--- src/rtl/cpu_pkg.sv ---
// Shared definitions for the fetch stage.
//   INSTR_W        : instruction word width
//   RESET_PC_DEF   : default PC loaded on reset
//   IMEM_BYTES_DEF : default instruction memory size in bytes
//   NOP            : canonical no-op encoding (addi x0,x0,0)
//   fetch_entry_t  : one buffered fetch record {pc, instr}
package cpu_pkg;

  localparam int          INSTR_W        = 32;
  localparam logic [31:0] RESET_PC_DEF   = 32'h0000_0000;
  localparam int          IMEM_BYTES_DEF = 1024;
  localparam logic [31:0] NOP            = 32'h0000_0013;

  typedef struct packed {
    logic [31:0]        pc;
    logic [INSTR_W-1:0] instr;
  } fetch_entry_t;

  // Word-align a byte address by clearing the two low bits.
  function automatic logic [31:0] align_word(input logic [31:0] addr);
    return {addr[31:2], 2'b00};
  endfunction

  // True when the word at pc does not fit entirely inside memory.
  // Done in 33 bits so pc values near 2^32 cannot wrap back into range.
  function automatic logic beyond_imem(input logic [31:0] pc, input logic [32:0] limit);
    return (({1'b0, pc} + 33'd3) >= limit);
  endfunction

endpackage

--- src/rtl/fetch_buf.sv ---
// Two-entry synchronous FIFO holding {pc, instr} fetch records.
//   clk, rst_n : clock, asynchronous active-low reset
//   push       : write din at the tail (ignored when full without pop)
//   pop        : discard the head (ignored when empty)
//   flush      : empty the FIFO; overrides push and pop in the same cycle
//   din        : record to write, {pc[31:0], instr[31:0]}
//   dout       : head record, zero when empty
//   count      : occupancy 0..2
module fetch_buf
  import cpu_pkg::*;
(
  input  logic        clk,
  input  logic        rst_n,
  input  logic        push,
  input  logic        pop,
  input  logic        flush,
  input  logic [63:0] din,
  output logic [63:0] dout,
  output logic [1:0]  count
);

  logic [63:0] entry_r [2];
  logic        rd_ptr_r;
  logic        wr_ptr_r;
  logic [1:0]  count_r;
  logic        do_pop_s;
  logic        do_push_s;

  // Guard the requests so a misbehaving caller cannot over- or under-run.
  always_comb begin
    do_pop_s  = 1'b0;
    do_push_s = 1'b0;
    if (pop && (count_r != 2'd0)) begin
      do_pop_s = 1'b1;
    end else begin
      do_pop_s = 1'b0;
    end
    if (push && ((count_r != 2'd2) || do_pop_s)) begin
      do_push_s = 1'b1;
    end else begin
      do_push_s = 1'b0;
    end
  end

  // Storage, pointers and occupancy; flush wins over any push/pop.
  always_ff @(posedge clk or negedge rst_n) begin
    if (!rst_n) begin
      entry_r[0] <= 64'd0;
      entry_r[1] <= 64'd0;
      rd_ptr_r   <= 1'b0;
      wr_ptr_r   <= 1'b0;
      count_r    <= 2'd0;
    end else if (flush) begin
      rd_ptr_r <= 1'b0;
      wr_ptr_r <= 1'b0;
      count_r  <= 2'd0;
    end else begin
      if (do_push_s) begin
        entry_r[wr_ptr_r] <= din;
        wr_ptr_r          <= ~wr_ptr_r;
      end
      if (do_pop_s) begin
        rd_ptr_r <= ~rd_ptr_r;
      end
      case ({do_push_s, do_pop_s})
        2'b10:   count_r <= count_r + 2'd1;
        2'b01:   count_r <= count_r - 2'd1;
        default: count_r <= count_r;
      endcase
    end
  end

  // Head record, forced to zero when nothing is buffered.
  always_comb begin
    dout = 64'd0;
    if (count_r != 2'd0) begin
      dout = entry_r[rd_ptr_r];
    end else begin
      dout = 64'd0;
    end
  end

  assign count = count_r;

endmodule

--- src/rtl/fetch_unit.sv ---
// Instruction fetch stage. Owns the PC, addresses a combinational instruction
// memory, buffers up to two {pc, instr} records and hands them to decode.
//   clk, rst_n     : clock, asynchronous active-low reset
//   imem_addr      : byte address to instruction memory (= pc)
//   imem_rdata     : word at imem_addr, same cycle
//   redirect_valid : load redirect_pc (low bits masked), flush buffer, clear fault
//   redirect_pc    : redirect target
//   instr_valid    : buffer head is valid
//   instr_ready    : decode takes the head this cycle
//   instr          : head instruction (0 when empty)
//   instr_pc       : head PC (0 when empty)
//   fetch_fault    : sticky, PC left the memory; fetching halted
module fetch_unit
  import cpu_pkg::*;
#(
  parameter logic [31:0] RESET_PC   = RESET_PC_DEF,
  parameter int          IMEM_BYTES = IMEM_BYTES_DEF
) (
  input  logic               clk,
  input  logic               rst_n,
  output logic [31:0]        imem_addr,
  input  logic [INSTR_W-1:0] imem_rdata,
  input  logic               redirect_valid,
  input  logic [31:0]        redirect_pc,
  output logic               instr_valid,
  input  logic               instr_ready,
  output logic [INSTR_W-1:0] instr,
  output logic [31:0]        instr_pc,
  output logic               fetch_fault
);

  localparam logic [32:0] IMEM_LIMIT = 33'(IMEM_BYTES);

  logic [31:0]  pc_r;
  logic         fault_r;
  logic         push_s;
  logic         pop_s;
  logic         out_of_range_s;
  logic [1:0]   count_s;
  fetch_entry_t din_s;
  fetch_entry_t head_s;

  assign imem_addr      = pc_r;
  assign instr_valid    = (count_s != 2'd0);
  assign instr          = head_s.instr;
  assign instr_pc       = head_s.pc;
  assign fetch_fault    = fault_r;
  assign pop_s          = instr_valid && instr_ready;
  assign out_of_range_s = beyond_imem(pc_r, IMEM_LIMIT);
  assign din_s          = '{pc: pc_r, instr: imem_rdata};

  // Fetch a word whenever there is (or will be) room, unless halted or redirecting.
  always_comb begin
    push_s = 1'b0;
    if (!fault_r && !redirect_valid && !out_of_range_s &&
        ((count_s != 2'd2) || pop_s)) begin
      push_s = 1'b1;
    end else begin
      push_s = 1'b0;
    end
  end

  // PC and sticky fault; a redirect overrides both and clears the fault.
  always_ff @(posedge clk or negedge rst_n) begin
    if (!rst_n) begin
      pc_r    <= RESET_PC;
      fault_r <= 1'b0;
    end else if (redirect_valid) begin
      pc_r    <= align_word(redirect_pc);
      fault_r <= 1'b0;
    end else begin
      if (push_s) begin
        pc_r <= pc_r + 32'd4;
      end
      if (out_of_range_s) begin
        fault_r <= 1'b1;
      end
    end
  end

  fetch_buf u_buf (
    .clk   (clk),
    .rst_n (rst_n),
    .push  (push_s),
    .pop   (pop_s),
    .flush (redirect_valid),
    .din   (din_s),
    .dout  (head_s),
    .count (count_s)
  );

endmodule
--- config.mk ---
export PLATFORM = sky130hd
export DESIGN_NAME = fetch_unit
export DESIGN_NICKNAME = d
export VERILOG_FILES = /design/src/rtl/cpu_pkg.sv /design/src/rtl/fetch_buf.sv /design/src/rtl/fetch_unit.sv
export SDC_FILE = /design/constraint.sdc
export NUM_CORES = 1
export LEC_CHECK = 0
export BUFFER_PORTS_ARGS = -buffer_cell sky130_fd_sc_hd__buf_2
export CAP_MARGIN = 20
export CORE_MARGIN = 5
export CORE_UTILIZATION = 50
export DETAILED_ROUTE_END_ITERATION = 8
export PLACE_DENSITY = 0.86
export SKIP_LAST_GASP = 1
export SLEW_MARGIN = 20
export SYNTH_ARGS = -nofsm -noshare
export SYNTH_HDL_FRONTEND = slang
export SYNTH_SLANG_ARGS = --single-unit
--- constraint.sdc ---
create_clock -name clk -period 4.85 [get_ports clk]
set_input_delay 1.455 -clock clk [delete_from_list [all_inputs] [get_ports clk]]
set_output_delay 1.455 -clock clk [all_outputs]
set_load 0.02 [all_outputs]
# Word-level counts from Yosys, hierarchy flattened
# Cells that the tools add are included.
dict set report classes {
  add_sub_neg 4
  n_mul 0
  n_div 0
  n_lt_le_gt_ge 4
  n_eq_ne 3
  shifts 0
  n_mux 20
  bitwise_logic 5
  reduce_logical 19
}
# cell count
set ops {}
lappend ops {{$mux 64} 5}
lappend ops {{$bwmux 128} 1}
lappend ops {{$demux 64 s1} 1}
lappend ops {{$mux 32} 2}
lappend ops {{$add 32x2->33 const B} 1}
lappend ops {{$ge 33x11->1 const B} 1}
lappend ops {{$add 32x3->32 const B} 1}
lappend ops {{$reduce_bool 2->1} 5}
lappend ops {{$mux 1} 9}
lappend ops {{$logic_and 1x1->1} 7}
lappend ops {{$ge 2x2->1 const B} 2}
lappend ops {{$not 1->2} 2}
lappend ops {{$pmux 2 s2} 1}
lappend ops {{$logic_not 1->1} 3}
lappend ops {{$not 1->1} 3}
lappend ops {{$reduce_bool 3->1} 1}
lappend ops {{$add 2x1->2 const B} 1}
lappend ops {{$eq 2x1->1 const B} 1}
lappend ops {{$eq 2x2->1 const B} 1}
lappend ops {{$logic_or 1x1->1} 2}
lappend ops {{$lt 2x1->1 const B} 1}
lappend ops {{$mux 2} 1}
lappend ops {{$ne 2x2->1 const B} 1}
lappend ops {{$reduce_and 2->1} 1}
lappend ops {{$sub 2x1->2 const B} 1}
dict set report totals {
  reg_bits 165
  latchBits 0
  mem_bits_rw 0
  romBits 0
  out_inout_bits 98
  elab_cells 62
  n_memories 0
}

# Longest topological paths before layout
# Gate-level depths: netlist of the first run.
dict set report depth {
  word_depth 11
  depth_mapped 7
  depth_no_buf 5
}

# Cells and area by module
# From an unflattened synthesis of the first run, not the netlist that was laid out.
dict set report hier_totals {
  hier_cells 568
  area_unflattened_um2 7646.1
}
# mod instances cells_each area_each_um2 seq_area_each_um2
set modules_own_cells {}
lappend modules_own_cells {fetch_buf 1 438 6122.1 3303.2}
lappend modules_own_cells {fetch_unit 1 130 1524.0 775.7}

# Worst setup path after synthesis of the first run
# Ideal clock, no wire load.
dict set report synth_path {
  kind {register to output}
  from {reg u_buf.rd_ptr_r}
  to {out instr[10]}
  arrival_time_ns 1.505
  setup_slack_ns 1.890
  path_stages_with_launch 5
  path_buffers 2
  cell_sequence {dfrtp_1 > clkbuf_1 > clkbuf_1 > mux2i_1 > nor2_1}
}
dict set report synth_between {
  elab_chain_len 5
}
# element line_no
set synth_lines {}
lappend synth_lines {{start, declared} fetch_buf.sv:23} ;# logic rd_ptr_r;
lappend synth_lines {{start signal, assigned} fetch_buf.sv:63} ;# rd_ptr_r <= ~rd_ptr_r;
lappend synth_lines {{$not 1->2 (not written as such)} fetch_buf.sv:77} ;# dout = entry_r[rd_ptr_r];
lappend synth_lines {{$mux 64 (not written as such) (3 in series)} fetch_buf.sv:77}
lappend synth_lines {{$mux 64} fetch_buf.sv:76} ;# if (count_r != 2'd0) begin
lappend synth_lines {{end, declared} fetch_unit.sv:27} ;# output logic [INSTR_W-1:0] instr,
# Every way passes these cells. The select of a mux whose other input is x is not followed.

# Final worst setup path of the first run
dict set report layout_path {
  from {reg u_buf.rd_ptr_r}
  to {out instr_pc[4]}
}
dict set report layout_between {
  elab_chain_len 5
}
# element line_no
set layout_lines {}
lappend layout_lines {{$not 1->2 (not written as such)} fetch_buf.sv:77}
lappend layout_lines {{$mux 64 (not written as such) (3 in series)} fetch_buf.sv:77}
lappend layout_lines {{$mux 64} fetch_buf.sv:76}
lappend layout_lines {{end, declared} fetch_unit.sv:28} ;# output logic [31:0] instr_pc,
# Every way passes these cells. The select of a mux whose other input is x is not followed.

==> results of run 1 <==
==> critical path, delay by kind of cell (launching register included) <==
family	cells	cell delay (ns)
buffers and inverters	1	0.20
flip-flops	1	1.14
multiplexers	1	0.32
AND/OR/NAND/NOR	1	0.09
==> power by group through the flow <==
stage | sequential, W | clock (W) | combinational [W]
after detailed placement | 0.00140 | 0 | 0.000167
final | 0.00138 | 0.00146 | 0.000165
after CTS | 0.00138 | 0.00148 | 0.000168
after floorplan | 0.00143 | 0 | 0.0000460
after global routing | 0.00138 | 0.00155 | 0.000181
after global placement | 0.00140 | 0 | 0.000160
==> kinds of logic after synthesis <==
| logic type | synth area share (%) |
|---|---|
| flops | 57.4 |
| compound gates | 1.21 |
| buf+inv | 2.96 |
| simple gates | 11.6 |
| xor+xnor | 0.885 |
| other cells | 0.0541 |
| mux | 25.7 |
| fa+ha+maj | 0.181 |
==> routing by layer <==
| layer | part of all wire [%] | vias up | routed length (um) |
|---|---|---|---|
| li1 | - | 2145 | - |
| met1 | 42 | 2347 | 6220 |
| met2 | 49 | 158 | 7300 |
| met3 | 6.5 | 27 | 954 |
| met4 | 1.9 | 0 | 281 |
| met5 | 0 | - | 0 |
==> per-stage QoR <==
| stage | utilization (%) | std cells | power, W | hold slack [ns] |
|---|---|---|---|---|
| 3_5_place_dp | 57.1 | 853 | 0.00157 | 0.474 |
| 2_1_floorplan | - | 543 | 0.00147 | 0.457 |
| 6_report | 61.9 | 884 | 0.00300 | 0.483 |
| 3_3_place_gp | 57.1 | 853 | 0.00156 | 0.466 |
| 5_1_grt | 61.9 | 884 | 0.00311 | 0.504 |
| 4_1_cts | 61.9 | 884 | 0.00303 | 0.487 |
==> cell type report <==
class	count	area share [%]
Sequential cell	159	46.9
Timing Repair Buffer	165	10.1
Multi-Input combinational cell	347	32.6
Clock buffer	26	5.88
Inverter	2	0.0884
Clock inverter	5	1.77
Tap cell	180	2.65
==> cells in the final DEF (no fill, tap or decap), drive strengths merged, types with 6 or more instances in the layout <==
cell,count
buf,165
dfrtp,159
mux2,103
nor2,71
mux2i,62
nor2b,47
clkbuf,26
nand2,13
nor4,8
o21ai,6
xnor2,6
==> cells in the mapped netlist (all sizes together) <==
| cell | number | share of area [%] |
|---|---|---|
| a31oi | 1 | 0.090 |
| nand3 | 2 | 0.22 |
| inv | 2 | 0.11 |
| nor3 | 5 | 0.36 |
| o21ai | 6 | 0.43 |
| and3 | 3 | 0.27 |
| a22oi | 1 | 0.11 |
| a41o | 2 | 0.29 |
| dfrtp | 159 | 57 |
| or3b | 1 | 0.13 |
| and3b | 1 | 0.13 |
| nor2b | 47 | 4.2 |
| nand4 | 3 | 0.36 |
| buf | 15 | 1.8 |
| nand2b | 3 | 0.27 |
| nor2 | 71 | 4.0 |
| xor2 | 1 | 0.13 |
| nor4 | 8 | 0.94 |
| conb | 1 | 0.054 |
| nand2 | 13 | 0.70 |
| mux2 | 103 | 17 |
| xnor2 | 6 | 0.76 |
| ha | 1 | 0.18 |
| clkbuf | 20 | 1.1 |
| a21oi | 1 | 0.072 |
| mux2i | 62 | 9.0 |
| a211oi | 2 | 0.22 |
==> sequential cells by signal, summed over array words and instances, names as in the netlist <==
| signal | cells |
|---|---|
| u_buf.rd_ptr_r | 1 |
| u_buf.wr_ptr_r | 1 |
| u_buf.count | 2 |
| imem_addr | 30 |
| fetch_fault | 1 |
| u_buf.entry_r | 124 |
==> path summary, 6_finish.rpt <==
path	endpoint	slack, ns	start
max in group asynchronous	u_buf.entry_r[5]	2.86	rst_n
min in group asynchronous	u_buf.entry_r[99]	1.09	rst_n
hold reg to reg	u_buf.entry_r[84]	0.48	u_buf.entry_r[84]
setup / recovery	instr_pc[4]	1.10	u_buf.rd_ptr_r
hold / removal	u_buf.entry_r[84]	0.48	u_buf.entry_r[84]
setup reg to reg	u_buf.entry_r[24]	2.00	imem_addr[14]
==> reports/qor.csv, run 1 <==
stage,metric,value,unit
run_status,status,finished clean,
sta,fin crit share,77.3,%
power_and_ir_drop,sw frac,20.7,%
layout,area of the multi-input gates,0.00276,mm2
sta,relative slew slack,22.3,%
hold_path,worst hold path type,reg2reg,
clocking,CTS Buf Count,17,
logic_synthesis,"Seq/Total Area, Yosys",57.4,%
routing,number of detailed-route iterations in the first pass,4,
place,Final HPWL DP,9.71,mm
worst_setup_path,critical path startpoint category,flip-flop,
worst_setup_path,Critical Path Max Stage Delay,1.14,ns
global_routing,Tot GR Track Use,18.9,%
clocking,Root Buffer,clkbuf_16,
worst_setup_path,"critical path, cell by cell",mux2i_1 > nor2_1 > buf_2,
logic_synthesis,#FFs+latches synth,159,
power_and_ir_drop,Sequential Power Share,45.9,%
layout,Register Area,0.00398,mm2
run,Max Cap Viol,0,
routing,post-route ant nets,0,
clocking,CTS Sinks,159,
logic_synthesis,syn avg cell area,12.8,um2
sta,Setup TNS Final,0,ns
layout,final instance area,0.00849,mm2
global_routing,busiest layer in global routing,met2,
clocking,maximum clock path buffer count,2,
global_routing,met1 usage,23.9,%
place,port buffer count,159,
layout,layout cell share with drive strength beyond 1,32.0,%
routing,starting DRC count in detailed routing,215,
clocking,CTS H-tree lvls,4,
power_and_ir_drop,internal power,0.00238,W
clocking,# hold bufs at CTS,0,
global_routing,first-pass GRT wire length,24.9,mm
routing,Vias/cell,5.29,
power_and_ir_drop,Max IR drop VDD,0.192,mV
global_routing,M2 GR Usage,31.2,%
floorplanning,io pins,166,
worst_setup_path,CP arrival,2.29,ns
sta,Fin. Hold Viols,0,
sta,final setup vio count,0,
sta,Worst Clk Skew,0.0106,ns
layout,ANT cells,0,
clocking,Setup Buffers After CTS,0,
floorplanning,Initial Util,50.5,%
clocking,Worst-path clk slew,0.06,ns
worst_setup_path,Reg2Reg Depth,6,
place,GPL Wtd Cong,0.820,
clocking,CTS tree,built,
layout,Fillers,1039,
power_and_ir_drop,leakage power,4.25,nW
routing,Post-Route WL,14.7,mm
sta,RSZ-0062 raised after global routing,false,
sta,FMAX,0.267,GHz
logic_synthesis,Cells after Synth,540,
hold_path,worst hold stages,1,
clocking,post-cts repair resize count,0,
sta,Final min period,3.75,ns
global_routing,initial antenna violation count,0,
worst_setup_path,Setup CP Type,reg2out,
global_routing,vias in the first global route,5051,
routing,drt drc,0,
floorplanning,num rows,43,
layout,Syn-to-layout area delta,22.5,%
worst_setup_path,maximum fanout along the worst path,63,
floorplanning,chip width,128,um
sta,Slew @ Worst Pin,1.17,ns
routing,drt wl/cell,16.7,um
floorplanning,chip height,128,um
sta,post-route setup slack,1.10,ns
global_routing,met3 global-route usage,5.42,%
power_and_ir_drop,pwr/cell area,354,mW/mm2
routing,total number of vias,4677,
logic_synthesis,synth unique cells,34,
sta,pins over their slew limit,0,
power_and_ir_drop,Comb power frac,5.5,%
power_and_ir_drop,switching pwr,0.000621,W
global_routing,global route total overflow,0,
logic_synthesis,Syn. warnings,0,
worst_setup_path,Setup crit end kind,output pin,
layout,nets,761,
global_routing,largest net degree at the start of global routing,91,
place,Post-DP Area,0.00784,mm2
worst_setup_path,Worst path slowest cell,dfrtp_4,
floorplanning,CORE AREA,0.0137,mm2
logic_synthesis,Post-Syn Area,0.00693,mm2
clocking,later-pin clock latency in the skew report,0.42,ns
worst_setup_path,Worst EP required,3.39,ns
place,Setup WS pre-CTS,1.32,ns
power_and_ir_drop,Clock power frac,48.6,%
floorplanning,Die ar.,0.0163,mm2
Power figures use the tool's default switching activity.
==> run 2, diff against run 1 <==
- clock period: 4.85 -> 3.52 ns (I/O delays scaled with it)
==> reports/qor.csv, run 2 (same netlist as run 1, synthesis figures left out) <==
stage,metric,value,unit
run_status,status,finished clean,
global_routing,vias in the first global route,5041,
sta,Final min period,2.94,ns
clocking,Root Buffer,clkbuf_16,
worst_setup_path,Setup CP Type,reg2out,
worst_setup_path,CP arrival,1.89,ns
hold_path,HP Start,u_buf.entry_r[102],
layout,Finished Core Util,62.1,%
clocking,Setup Buffers After CTS,0,
layout,area of the multi-input gates,0.00276,mm2
layout,Largest register FFs,124,
floorplanning,Initial Util,50.5,%
sta,Fin. Hold Viols,0,
layout,Register Area,0.00398,mm2
sta,smallest hold slack,0.484,ns
clocking,# hold bufs at CTS,0,
routing,Post-Route WL,14.9,mm
clocking,CTS tree,built,
power_and_ir_drop,Max IR drop VDD,0.358,mV
floorplanning,num rows,43,
layout,most frequent cells in the layout,"dfrtp_1 (158), buf_2 (158), mux2_1 (76), nor2_1 (69), mux2i_1 (62)",
clocking,later-pin clock latency in the skew report,0.41,ns
layout,Fillers,1061,
run,Max Cap Viol,0,
place,Post-DP Area,0.00789,mm2
layout,final instance area,0.00851,mm2
sta,final setup vio count,0,
routing,post-route ant nets,0,
global_routing,largest net degree at the start of global routing,85,
worst_setup_path,critical path startpoint category,flip-flop,
layout,ANT cells,0,
sta,relative slew slack,54.1,%
worst_setup_path,worst reg2reg startpoint,imem_addr[14],
clocking,Worst-path clk slew,0.06,ns
power_and_ir_drop,pwr/cell area,473,mW/mm2
routing,drt drc,0,
global_routing,initial antenna violation count,0,
layout,Syn-to-layout area delta,22.9,%
sta,FMAX,0.340,GHz
floorplanning,CORE AREA,0.0137,mm2
clocking,maximum clock path buffer count,2,
sta,Slew @ Worst Pin,0.688,ns
floorplanning,chip width,128,um
routing,total number of vias,4705,
place,port buffer count,159,
routing,Vias/cell,5.29,
floorplanning,Die ar.,0.0163,mm2
clocking,CTS H-tree lvls,4,
power_and_ir_drop,leakage power,4.26,nW
floorplanning,io pins,166,
layout,Largest Register,u_buf.entry_r,
hold_path,worst hold path type,reg2reg,
routing,number of detailed-route iterations in the first pass,4,
place,GPL Wtd Cong,0.822,
sta,Worst Clk Skew,0.00801,ns
routing,starting DRC count in detailed routing,224,
sta,fin crit share,83.6,%
clocking,CTS Buf Count,17,
sta,RSZ-0062 raised after global routing,false,
global_routing,first-pass GRT wire length,25.0,mm
global_routing,global route total overflow,0,
worst_setup_path,Worst EP required,2.46,ns
clocking,CTS Sinks,159,
floorplanning,chip height,128,um
worst_setup_path,Setup crit end kind,output pin,
clocking,post-cts repair resize count,0,
sta,Setup TNS Final,0,ns
place,Final HPWL DP,10.4,mm
layout,layout cell share with drive strength beyond 1,33.1,%
global_routing,Tot GR Track Use,19.2,%
power_and_ir_drop,"Power, Total",0.00403,W
layout,nets,766,
routing,drt wl/cell,16.8,um
worst_setup_path,crit path from,u_buf.rd_ptr_r,
sta,pins over their slew limit,0,
worst_setup_path,maximum fanout along the worst path,23,
## run 2: changes by cell type in the layout (fill, tap and decap cells not counted), sizes merged
cell / change
buf: +5
bufinv: -2
clkbuf: -5
clkinv: +5
clkinvlp: +1
inv: +2
## run 2: stage by stage
step	std cells	worst slack, ns
final	890	0.578
after global routing	890	0.478
after CTS	890	0.516
after detailed placement	858	0.617
after global placement	858	0.685
after floorplan	543	0.959
## run 2: path summary, 6_finish.rpt
check	endpoint	cells after the start	slack, ns
max	instr[12]	4	0.58
min	u_buf.entry_r[102]	1	0.48
max reg2reg	u_buf.entry_r[25]	6	0.93
min reg2reg	u_buf.entry_r[102]	1	0.48
max in group asynchronous	u_buf.entry_r[8]	2	1.97
min in group asynchronous	u_buf.entry_r[103]	1	0.66
## run 2: area by class of cell
type,count,area share (%)
Sequential cell,159,46.8
Inverter,2,0.0882
Timing Repair Buffer,170,10.7
Multi-Input combinational cell,347,32.5
Clock inverter,11,1.82
Clock buffer,21,5.53
Tap cell,180,2.65
## run 2: per-layer routing
metal	part of all wire, %	up-vias	global-route usage (%)
met5	0	-	0
met3	5.7	14	4.96
met4	0.97	0	5.12
met1	42	2395	24.4
met2	52	135	33.0
li1	-	2161	-
## run 2: report_power, final
part	switching, W	internal, W
combinational	0.000139	0.0000885
clock	0.000718	0.00118
sequential	0.0000383	0.00186
## run 2: critical path, stage by stage (launching register included)
cell	delay, ns
dfrtp_4	0.52
buf_4	0.40
mux2i_1	0.29
nor2_1	0.07
buf_2	0.17
==> run 3, diff against run 2 <==
- ABC_AREA: unset -> 1
- clock period: 3.52 -> 2.74 ns (I/O delays scaled with it)
==> reports/qor.csv, run 3 <==
stage,metric,value,unit
logic_synthesis,top-count cell post-synth,nand2_1,
logic_synthesis,Syn. warnings,0,
floorplanning,CORE AREA,0.0138,mm2
logic_synthesis,"Seq/Total Area, Yosys",56.6,%
power_and_ir_drop,"Power, Total",0.00631,W
run_status,status,finished clean,
logic_synthesis,synth unique cells,28,
sta,final setup vio count,0,
power_and_ir_drop,sw frac,27.4,%
run,Max Cap Viol,0,
sta,Setup TNS Final,0,ns
logic_synthesis,Post-Syn Area,0.00703,mm2
place,GPL Wtd Cong,0.808,
logic_synthesis,Post-synth ARST share,100,%
layout,layout cell share with drive strength beyond 1,21.0,%
logic_synthesis,"top cells by area, synth","dfrtp_1 (57%), nand2_1 (17%), o21ai_0 (5.8%)",
routing,drt drc,0,
power_and_ir_drop,switching pwr,0.00173,W
power_and_ir_drop,Sequential Power Share,39.2,%
clocking,Root Buffer,clkbuf_16,
clocking,maximum clock path buffer count,2,
worst_setup_path,crit path from,u_buf.rd_ptr_r,
global_routing,first-pass GRT wire length,26.3,mm
power_and_ir_drop,Clock power frac,43.3,%
sta,RSZ-0062 raised after global routing,false,
worst_setup_path,Setup crit end kind,output pin,
power_and_ir_drop,leakage power,4.91,nW
layout,"commonest non-fill, non-tap cell in the layout",nand2_1,
sta,FMAX,0.384,GHz
worst_setup_path,CP arrival,1.78,ns
worst_setup_path,maximum fanout along the worst path,14,
routing,Vias/cell,5.02,
logic_synthesis,main flop type after synthesis,dfrtp_1,
place,Final HPWL DP,10.5,mm
hold_path,worst hold path type,in2async,
clocking,Setup Buffers After CTS,0,
sta,Fin. Hold Viols,0,
place,Post-DP Area,0.00794,mm2
floorplanning,Initial Util,50.8,%
routing,drt wl/cell,13.5,um
clocking,CTS Sinks,159,
worst_setup_path,Setup CP Type,reg2out,
power_and_ir_drop,internal power,0.00458,W
routing,starting DRC count in detailed routing,435,
routing,Post-Route WL,16.1,mm
place,port buffer count,159,
logic_synthesis,number of flops mapped to enable cells by yosys,0,
power_and_ir_drop,Comb power frac,17.5,%
worst_setup_path,critical path startpoint category,flip-flop,
layout,final instance area,0.00862,mm2
floorplanning,chip width,129,um
sta,pins over their slew limit,0,
layout,Largest Register,u_buf.entry_r,
global_routing,initial antenna violation count,0,
clocking,CTS Buf Count,17,
clocking,# hold bufs at CTS,0,
logic_synthesis,Commonest cells post-synth,"nand2_1 (309), dfrtp_1 (159), inv_1 (93)",
floorplanning,io pins,166,
routing,total number of vias,5958,
routing,post-route ant nets,0,
sta,fin crit share,95.1,%
sta,Final min period,2.61,ns
logic_synthesis,syn avg cell area,8.25,um2
global_routing,largest net degree at the start of global routing,77,
sta,relative slew slack,54.5,%
layout,nets,1062,
floorplanning,num rows,43,
floorplanning,chip height,129,um
worst_setup_path,Worst EP required,1.92,ns
sta,Slew @ Worst Pin,0.682,ns
clocking,CTS tree,built,
layout,most frequent cells in the layout,"nand2_1 (309), buf_2 (158), dfrtp_1 (157), inv_1 (93), o21ai_0 (82)",
logic_synthesis,Cells after Synth,852,
global_routing,vias in the first global route,5507,
global_routing,Tot GR Track Use,19.7,%
floorplanning,Die ar.,0.0165,mm2
power_and_ir_drop,Max IR drop VDD,0.497,mV
global_routing,global route total overflow,0,
layout,ANT cells,0,
logic_synthesis,Yosys top cell area share,56.6,%
clocking,later-pin clock latency in the skew report,0.41,ns
clocking,CTS H-tree lvls,4,
worst_setup_path,worst reg2reg startpoint,imem_addr[27],
power_and_ir_drop,pwr/cell area,732,mW/mm2
layout,Largest register FFs,124,
routing,number of detailed-route iterations in the first pass,5,
layout,Syn-to-layout area delta,22.8,%
sta,Worst Clk Skew,0.0127,ns
clocking,Worst-path clk slew,0.06,ns
logic_synthesis,leading area contributor after synthesis,dfrtp_1,
logic_synthesis,#FFs+latches synth,159,
[run 3: cell types whose count changed in the layout (fill, tap and decap cells not counted), sizes merged, moves of 47 or more]
cell	previous run	this run
mux2	103	0
nand2	13	310
nor2b	47	0
o21ai	6	83
inv	4	96
a21oi	1	63
mux2i	62	0
[run 3: per-layer routing]
layer	vias up	part of all wire, %	wire (um)	GRT usage (%)
met3	18	6.2	996	4.98
met4	0	1.0	168	5.62
met2	186	49	7820	31.4
met5	-	0	0	0
met1	2834	44	7090	27.0
li1	2920	-	-	-
[run 3: final timing paths]
check	endpoint	slack, ns	cells past startpoint
setup / recovery	instr_pc[12]	0.13	5
setup reg to reg	u_buf.entry_r[30]	0.79	9
hold reg to reg	u_buf.entry_r[107]	0.46	2
min in group clk	u_buf.entry_r[107]	0.46	2
max in group asynchronous	imem_addr[14]	1.68	2
hold / removal	u_buf.entry_r[11]	0.32	1
[run 3: repair_timing]
| action | 4_1_cts | 5_1_grt |
|---|---|---|
| resized for setup | 0 | 1 |
| endpoints found under the hold margin | 0 | 0 |
| endpoints found under the setup margin | 0 | 1 |
[run 3: layout make-up]
class,count,area (um2)
fillers,1173,5200
inverters,96,363
multi-input cells,546,2400
repair buffers,173,970
clock buffers,22,454
clock inverters,10,233
flip-flops and latches,159,3980
well taps,180,225
[run 3: logic make-up (layout without fill, tap and decap cells)]
kind of cell    after synthesis  in the layout  share of synthesized area (%)
flops                       159            159                           56.6
buf+inv                     150            301                           9.39
xor+xnor                      8              8                          0.997
simple gates                378            378                           21.4
fa+ha+maj                     1              1                          0.178
compound gates              155            155                           11.4
other cells                   1              4                         0.0534
[run 3: per-stage QoR]
step	setup slack, ns	hold slack (ns)	std cells	utilization [%]
finish	0.134	0.320	1186	62.4
global route	0.0174	0.330	1186	62.4
CTS	0.130	0.322	1186	62.4
detailed placement	0.432	0.452	1154	57.4
global placement	0.504	0.448	1154	57.4
floorplan	0.471	0.436	855	-
[run 3: critical path: stages (launching register included)]
cell     delay [ns]
dfrtp_2        0.44
inv_1          0.27
buf_12         0.19
nand2_1        0.05
a21oi_1        0.20
buf_2          0.21
[run 3: power by group through the flow]
stage | clock network (W) | logic, W | registers [W]
2_1_floorplan | 0 | 0.000616 | 0.00255
3_3_place_gp | 0 | 0.00111 | 0.00251
3_5_place_dp | 0 | 0.00112 | 0.00252
4_1_cts | 0.00278 | 0.00112 | 0.00247
5_1_grt | 0.00289 | 0.00122 | 0.00248
6_report | 0.00273 | 0.00111 | 0.00247
